`src/rtl/proc_pkg.sv`:
```
// -----------------------------------------------------------------------------
// proc_pkg
// Shared definitions for the 8-bit accumulator processor control path:
//   - field widths of the state register and the IR opcode field
//   - opcode codes carried in IR[7:5]
//   - control-FSM state encodings (visible on DisplayState)
//   - A-register source select codes
//   - opcode -> execute-state mapping helper
// -----------------------------------------------------------------------------
package proc_pkg;

  localparam int STATE_W = 4;
  localparam int OPC_W   = 3;

  // Opcodes as found in IR[7:5]
  localparam logic [OPC_W-1:0] OP_LOAD  = 3'b000;
  localparam logic [OPC_W-1:0] OP_STORE = 3'b001;
  localparam logic [OPC_W-1:0] OP_ADD   = 3'b010;
  localparam logic [OPC_W-1:0] OP_SUB   = 3'b011;
  localparam logic [OPC_W-1:0] OP_INPUT = 3'b100;
  localparam logic [OPC_W-1:0] OP_JZ    = 3'b101;
  localparam logic [OPC_W-1:0] OP_JPOS  = 3'b110;
  localparam logic [OPC_W-1:0] OP_HALT  = 3'b111;

  // Execute states are {1, opcode}; codes 0011..0111 are unused.
  typedef enum logic [STATE_W-1:0] {
    S_START  = 4'b0000,
    S_FETCH  = 4'b0001,
    S_DECODE = 4'b0010,
    S_LOAD   = 4'b1000,
    S_STORE  = 4'b1001,
    S_ADD    = 4'b1010,
    S_SUB    = 4'b1011,
    S_INPUT  = 4'b1100,
    S_JZ     = 4'b1101,
    S_JPOS   = 4'b1110,
    S_HALT   = 4'b1111
  } state_e;

  // A-register source select
  localparam logic [1:0] ASEL_ALU = 2'b00;
  localparam logic [1:0] ASEL_IN  = 2'b01;
  localparam logic [1:0] ASEL_MEM = 2'b10;

  // Map an opcode to its execute state (equivalent to {1'b1, opc}).
  function automatic state_e opc_to_state(input logic [OPC_W-1:0] opc);
    state_e st;
    case (opc)
      OP_LOAD:  st = S_LOAD;
      OP_STORE: st = S_STORE;
      OP_ADD:   st = S_ADD;
      OP_SUB:   st = S_SUB;
      OP_INPUT: st = S_INPUT;
      OP_JZ:    st = S_JZ;
      OP_JPOS:  st = S_JPOS;
      OP_HALT:  st = S_HALT;
      default:  st = S_START;
    endcase
    return st;
  endfunction

endpackage

```
`src/rtl/enter_edge_detect.sv`:
```
// -----------------------------------------------------------------------------
// enter_edge_detect
// Rising-edge detector for the user Enter strobe. The delayed copy is sampled
// every clock, so a level held high produces exactly one rise, and a rise that
// happens while the FSM is busy elsewhere is simply lost (not queued).
// Ports:
//   clock   in  system clock
//   reset   in  asynchronous active-low reset (clears the delayed copy)
//   i_enter in  Enter level
//   o_rise  out Enter & ~Enter_q
// -----------------------------------------------------------------------------
module enter_edge_detect (
  input  logic clock,
  input  logic reset,
  input  logic i_enter,
  output logic o_rise
);

  logic r_enter_q;

  // Delayed copy of Enter, sampled every clock
  always_ff @(posedge clock or negedge reset) begin
    if (!reset) begin
      r_enter_q <= 1'b0;
    end else begin
      r_enter_q <= i_enter;
    end
  end

  assign o_rise = i_enter & ~r_enter_q;

endmodule

```
`src/rtl/processor_control_unit.sv`:
```
// -----------------------------------------------------------------------------
// processor_control_unit
// Moore-style control FSM of the 8-bit accumulator processor. Steps the
// datapath through START -> FETCH -> DECODE -> execute state, where the execute
// state is chosen by the opcode in IR[7:5]. Outputs decode from the registered
// state; the only input-qualified strobes are INPUT's Aload (needs an Enter
// rise) and the conditional jumps' PCload/JMPmux (need Aeq0 / Apos).
// Ports:
//   clock, reset          clock and asynchronous active-low reset
//   Enter                 user input strobe (level)
//   IR75                  opcode field of IR
//   Aeq0, Apos            accumulator status
//   IRload, JMPmux, PCload, Meminst, MemWr, Asel, Aload, Sub
//                         datapath controls
//   Halt                  high while in HALT
//   DisplayState          current state code for debug LEDs
// -----------------------------------------------------------------------------
module processor_control_unit
  import proc_pkg::*;
(
  input  logic               clock,
  input  logic               reset,
  input  logic               Enter,
  input  logic [OPC_W-1:0]   IR75,
  input  logic               Aeq0,
  input  logic               Apos,
  output logic               IRload,
  output logic               JMPmux,
  output logic               PCload,
  output logic               Meminst,
  output logic               MemWr,
  output logic [1:0]         Asel,
  output logic               Aload,
  output logic               Sub,
  output logic               Halt,
  output logic [STATE_W-1:0] DisplayState
);

  state_e r_state;
  state_e w_next_state;
  logic   w_enter_rise;

  enter_edge_detect u_enter_edge_detect (
    .clock   (clock),
    .reset   (reset),
    .i_enter (Enter),
    .o_rise  (w_enter_rise)
  );

  // State register; reset drops straight to START so an in-flight
  // instruction issues no further strobes
  always_ff @(posedge clock or negedge reset) begin
    if (!reset) begin
      r_state <= S_START;
    end else begin
      r_state <= w_next_state;
    end
  end

  // Next-state and control-output decode
  always_comb begin
    w_next_state = S_START;
    IRload       = 1'b0;
    JMPmux       = 1'b0;
    PCload       = 1'b0;
    Meminst      = 1'b0;
    MemWr        = 1'b0;
    Asel         = ASEL_ALU;
    Aload        = 1'b0;
    Sub          = 1'b0;
    Halt         = 1'b0;
    case (r_state)
      S_START: begin
        w_next_state = S_FETCH;
      end
      S_FETCH: begin
        // IR <= mem[PC], PC <= PC + 1 in the same cycle
        IRload       = 1'b1;
        PCload       = 1'b1;
        w_next_state = S_DECODE;
      end
      S_DECODE: begin
        // Present IR[4:0] as address so operand data is ready in execute
        Meminst      = 1'b1;
        w_next_state = opc_to_state(IR75);
      end
      S_LOAD: begin
        Meminst      = 1'b1;
        Asel         = ASEL_MEM;
        Aload        = 1'b1;
        w_next_state = S_START;
      end
      S_STORE: begin
        Meminst      = 1'b1;
        MemWr        = 1'b1;
        w_next_state = S_START;
      end
      S_ADD: begin
        Asel         = ASEL_ALU;
        Aload        = 1'b1;
        w_next_state = S_START;
      end
      S_SUB: begin
        Asel         = ASEL_ALU;
        Sub          = 1'b1;
        Aload        = 1'b1;
        w_next_state = S_START;
      end
      S_INPUT: begin
        Asel = ASEL_IN;
        // Wait here until a fresh Enter rise; load in that same cycle
        if (w_enter_rise) begin
          Aload        = 1'b1;
          w_next_state = S_START;
        end else begin
          Aload        = 1'b0;
          w_next_state = S_INPUT;
        end
      end
      S_JZ: begin
        if (Aeq0) begin
          PCload = 1'b1;
          JMPmux = 1'b1;
        end else begin
          PCload = 1'b0;
          JMPmux = 1'b0;
        end
        w_next_state = S_START;
      end
      S_JPOS: begin
        if (Apos) begin
          PCload = 1'b1;
          JMPmux = 1'b1;
        end else begin
          PCload = 1'b0;
          JMPmux = 1'b0;
        end
        w_next_state = S_START;
      end
      S_HALT: begin
        Halt         = 1'b1;
        w_next_state = S_HALT;
      end
      default: begin
        // Unused codes 0011..0111 recover to START
        w_next_state = S_START;
      end
    endcase
  end

  assign DisplayState = r_state;

endmodule
```
`config.mk`:
```
export PLATFORM = sky130hd
export DESIGN_NAME = processor_control_unit
export DESIGN_NICKNAME = d
export VERILOG_FILES = /design/src/rtl/proc_pkg.sv /design/src/rtl/enter_edge_detect.sv /design/src/rtl/processor_control_unit.sv
export SDC_FILE = /design/constraint.sdc
export NUM_CORES = 1
export LEC_CHECK = 0
export CAP_MARGIN = 30
export CORE_AREA = 2 2 39 41
export CTS_CLUSTER_DIAMETER = 30
export DETAILED_ROUTE_END_ITERATION = 10
export DIE_AREA = 0 0 41 43
export MAX_ROUTING_LAYER = met4
export PLACE_DENSITY = 0.62
export SETUP_SLACK_MARGIN = 0.5
export SLEW_MARGIN = 20
export SYNTH_ARGS = -nofsm -noshare
export SYNTH_HDL_FRONTEND = slang
export SYNTH_SLANG_ARGS = --single-unit
```
`constraint.sdc`:
```
create_clock -name clock -period 3.43 [get_ports clock]
set_input_delay 0.686 -clock clock [delete_from_list [all_inputs] [get_ports clock]]
set_output_delay 0.686 -clock clock [all_outputs]
set_load 0.01 [all_outputs]
```
After elaboration in Yosys (flattened, before gate mapping)
Memory sizes are Yosys's and may differ from the RTL's.
Index checks and enable logic that the tools add are counted.
{"block": "word_totals", "register_bits": 5, "latch_bits": 0, "ram_bits": 0, "romBits": 24, "inputBits": 8, "elab_cells": 32, "n_memories": 1}
{"memory": "(name not given)", "words": 8, "word_bits": 3, "read_ports": 1, "rd_ports_with_merged_regs": 0, "wr": 0, "line_no": "proc_pkg.sv:48", "rtl": "case (opc)"}
{"block": "classes", "addsub": 0, "multipliers": 0, "div_mod_pow": 0, "order_cmp": 0, "eq_ne": 10, "n_shift": 0, "mux": 14, "bitwise_logic": 2, "n_reduce_logical": 3}
{"cell": "== test 4 bit, second input constant", "n": 8}
{"cell": "one-hot mux 4 bit (5 select lines)", "n": 1}
{"cell": "2-to-1 mux 1 bit", "n": 8}
{"cell": "OR reduction 3 bit", "n": 2}
{"cell": "== test 4 x 1 -> 1 bit, second input constant", "n": 1}
{"cell": "== test 4 x 2 -> 1 bit, second input constant", "n": 1}
{"cell": "logical NOT 4 bit", "n": 1}
{"cell": "2-to-1 mux 4 bit", "n": 1}
{"cell": "one-hot mux 1 bit (2 select lines)", "n": 2}
{"cell": "one-hot mux 2 bit (2 select lines)", "n": 1}
{"cell": "one-hot mux 1 bit (3 select lines)", "n": 1}
{"cell": "bitwise AND 1 bit", "n": 1}
{"cell": "NOT 1 bit", "n": 1}

Logic depth before layout (Yosys ltp)
{"block": "logic_depth", "depth_word": 4, "ltp_mapped": 4, "mapped_depth_nobuf": 3}

Modules after synthesis
From an unflattened synthesis, not the netlist that was laid out.
{"block": "unflattened", "cells_unflattened": 42, "hier_area_um2": 402.9}
{"mod": "processor_control_unit", "instances": 1, "cells_per_inst": 40, "area_per_inst_um2": 364.1}
{"mod": "enter_edge_detect", "instances": 1, "cells_per_inst": 2, "area_per_inst_um2": 38.8}

Least setup slack after synthesis
No wires, ideal clock.
{"block": "synth_path", "kind": "in2out", "startpoint": "input Enter", "endpoint": "output Aload", "arrival_ns": 1.092, "setup_slack_ns": 1.652, "path_stages": 3, "n_path_buf": 0, "path_cell_list": "and2b_2 nand2_1 a21oi_1"}
{"block": "synth_between", "elab_chain_len": 3}
{"element": "from (decl)", "line_no": "processor_control_unit.sv:23", "rtl": "input logic Enter,"}
{"element": "bitwise AND 1 bit", "line_no": "enter_edge_detect.sv:30", "rtl": "assign o_rise = i_enter & ~r_enter_q;"}
{"element": "2-to-1 mux 1 bit", "line_no": "processor_control_unit.sv:112", "rtl": "if (w_enter_rise) begin"}
{"element": "one-hot mux 1 bit (2 select lines)", "line_no": "processor_control_unit.sv:72", "rtl": "case (r_state)"}
{"element": "to (decl)", "line_no": "processor_control_unit.sv:33", "rtl": "output logic Aload,"}
Every way passes these cells.

Final worst setup path
Ends and elaborated chain as after synthesis.

==> results.cfg <==
[clocking]
clock-sinks = 5
clk_pin_slew_ns = 0.04
clock_tree.root_cell = clkbuf_4
cts_resized = 0
cts_tree = built
cts_hold_buf = 0
cts_made_buffers = 3
clkLatencyLatePin_ns = 0.24
cts_buffer_depth = 2
cts_setup_buffers = 0
htreeDepth = 1

[routing]
drtIter0Drc = 6
drt_pass1_iterations = 4
routed_via_density = 4.73
drc_errors = 0
route.final.wire_length_um = 891
ant_nets = 0
routedWlPerCell_um = 11.1
vias = 378

[logic_synthesis]
yosys.area.top_type_share = 0.348
yosysWarnings = 0
synthTopCellsByCount = dfrtp_1 (5), a21oi_1 (4), nand2_1 (4), nor2_1 (4), nor3_1 (4)
netlist_area_sq_um = 359
synth_most_common_cell = dfrtp_1
yosys.area_share.simple = 0.355
synth_top_family_by_area = simple AND/OR/NAND/NOR gates
synthCells = 43
synthTopCellsByArea = dfrtp_1 (35%), buf_6 (6.3%), a21oi_1 (5.6%)
synthAdderAreaFrac = 0
synth-xor-area-share = 0
syn_nets = 51
ys_types = 23
yosysSeqAreaShare = 0.348
syn_avg_cell_area_sq_um = 8.35
synth_compound_area_frac = 0.188
synth_top_area_cell = dfrtp_1
ys.flop_type = dfrtp_1
synth-edff-count = 0
synth_seq_cells = 5
ys_async_sr_fraction = 1.00
synth_mux_area_frac = 0

[floorplanning]
die_area_sq_mm = 0.00176
start_util = 0.259
row_count = 14
ios = 22
die_w_um = 41
core_area_sq_mm = 0.00138
dieHeight_um = 43

[setup_path]
critical_path_required_ns = 2.74
path_cells = clkdlybuf4s50_1 -> and2b_2 -> nand2_1 -> a21oi_1 -> clkdlybuf4s50_1
critPathCaptureType = output port
critical_path_arrival_ns = 2.06
cp_top_family = buffers and inverters
critPathMaxStageDelay_ns = 0.55
crit_slowest_cell = clkdlybuf4s50_1
path_class = in2out
startpoint_type = input port
critPathMaxFanout = 2
cp_common_cell = clkdlybuf4s50_1
critical_path_buf_inv_count = 2

[power]
total_power_uw = 451
switchingPower_uw = 185
p_seq_frac = 0.299
peakVddDrop_mv = 0.387
powerDensity_mw_per_mm2 = 777
internal_power_uw = 267
combPwrFrac = 0.555
switching_share = 0.409
clkPwrFrac = 0.145
cellLeakagePower_uw = 0.000235

[place]
portBuffers = 21
hpwl_um = 690
gp_congestion = 0.792

[timing]
relSlewSlack = 0.748
hold_viol = 0
holdWs_ns = 0.668
tns_ns = 0
fmax_ghz = 0.364
drv_slew = 0
worst_pin_slew_ns = 0.375
min_period_ns = 2.75
min_period_over_period = 0.801
rsz0062_at_grt = false
setup_viol_count_final = 0
skew_ns = 0.00151

[global_routing]
grt_antenna_before_repair = 0
grt_max_degree = 12
grt.overflow.total = 0
grt_usage = 0.122
grt_pass1_vias = 345
grt_first_pass_wirelength_um = 1400

[layout]
nNetsFinal = 73
diodes = 0
area_delta_synth_final_pct = 61.7
fillers = 158
final_layout_size_suffix_gt1_frac = 0.125

[job]
cap_violations = 0

[hold_path]
hold_class = in2async

[outcome]
outcome = complete, no violations
through the flow:
step	cells	worst slack (ns)	instance area [sq um]	util
2_1_floorplan	43	1.65	359	-
3_3_place_gp	76	0.701	554	0.401
5_1_grt	80	0.617	581	0.420
6_report	80	0.681	581	0.420
4_1_cts	80	0.665	581	0.420
3_5_place_dp	76	0.672	554	0.401
metal layers:
layer | wire, um | track usage | vias to the layer above
met1 | 389 | 0.159 | 172
met3 | 32 | 0.0785 | 0
met4 | 0 | 0 | 0
met2 | 469 | 0.169 | 7
met5 | 0 | - | -
li1 | - | - | 199
final cells by class:
| type | count | area, sq um | area share |
|---|---|---|---|
| Multi-Input combinational cell | 33 | 195 | 0.336 |
| Clock buffer | 4 | 26.3 | 0.0453 |
| Inverter | 1 | 3.75 | 0.00647 |
| Tap cell | 16 | 20.0 | 0.0345 |
| Sequential cell | 5 | 125 | 0.216 |
| Timing Repair Buffer | 21 | 210 | 0.362 |
final timing paths:
path / cells past startpoint / start / end / slack, ns
hold / removal: 1 / reset / DisplayState[0] / 0.67
max in group asynchronous: 1 / reset / u_enter_edge_detect.r_enter_q / 2.58
setup / recovery: 5 / Enter / Aload / 0.68
setup reg to reg: 3 / DisplayState[3] / DisplayState[2] / 2.12
hold reg to reg: 2 / DisplayState[1] / DisplayState[3] / 0.70
min in group clock: 2 / DisplayState[1] / DisplayState[3] / 0.70
cells by family after synthesis:
family          count (synthesis)
flops                           5
compound gates                 11
buf+inv                         5
simple gates                   22
power groups by stage:
stage,logic [uW],registers [uW],clock network (uW)
2_1_floorplan,179,100,0
3_3_place_gp,252,137,0
3_5_place_dp,252,136,0
4_1_cts,254,136,69.8
5_1_grt,271,142,73.1
6_report,251,135,65.6
worst reg2reg max path: stages, from the launching register on:
cell	delay, ns
dfrtp_1	0.55
nand2_4	0.12
or4_4	0.50
o21ai_2	0.07
sequential cells by signal, indices dropped and copies added (netlist names):
name / count
u_enter_edge_detect.r_enter_q: 1
DisplayState: 4
placed cells by master (no fill, tap or decap):
master / n
nor3_1: 4
and3_2: 1
inv_1: 1
o21ai_0: 3
clkbuf_4: 3
nand2b_1: 1
o22ai_1: 1
nand3_1: 2
nand3b_1: 1
o21ai_2: 1
clkdlybuf4s50_1: 21
clkbuf_1: 1
and2b_2: 1
o21a_1: 1
nor2_1: 4
a21oi_1: 4
or2b_1: 1
or4_4: 1
nand2_4: 1
nand2_1: 4
dfrtp_1: 5
nor3b_1: 1
a311o_1: 1
Power figures use the tool's default switching activity.
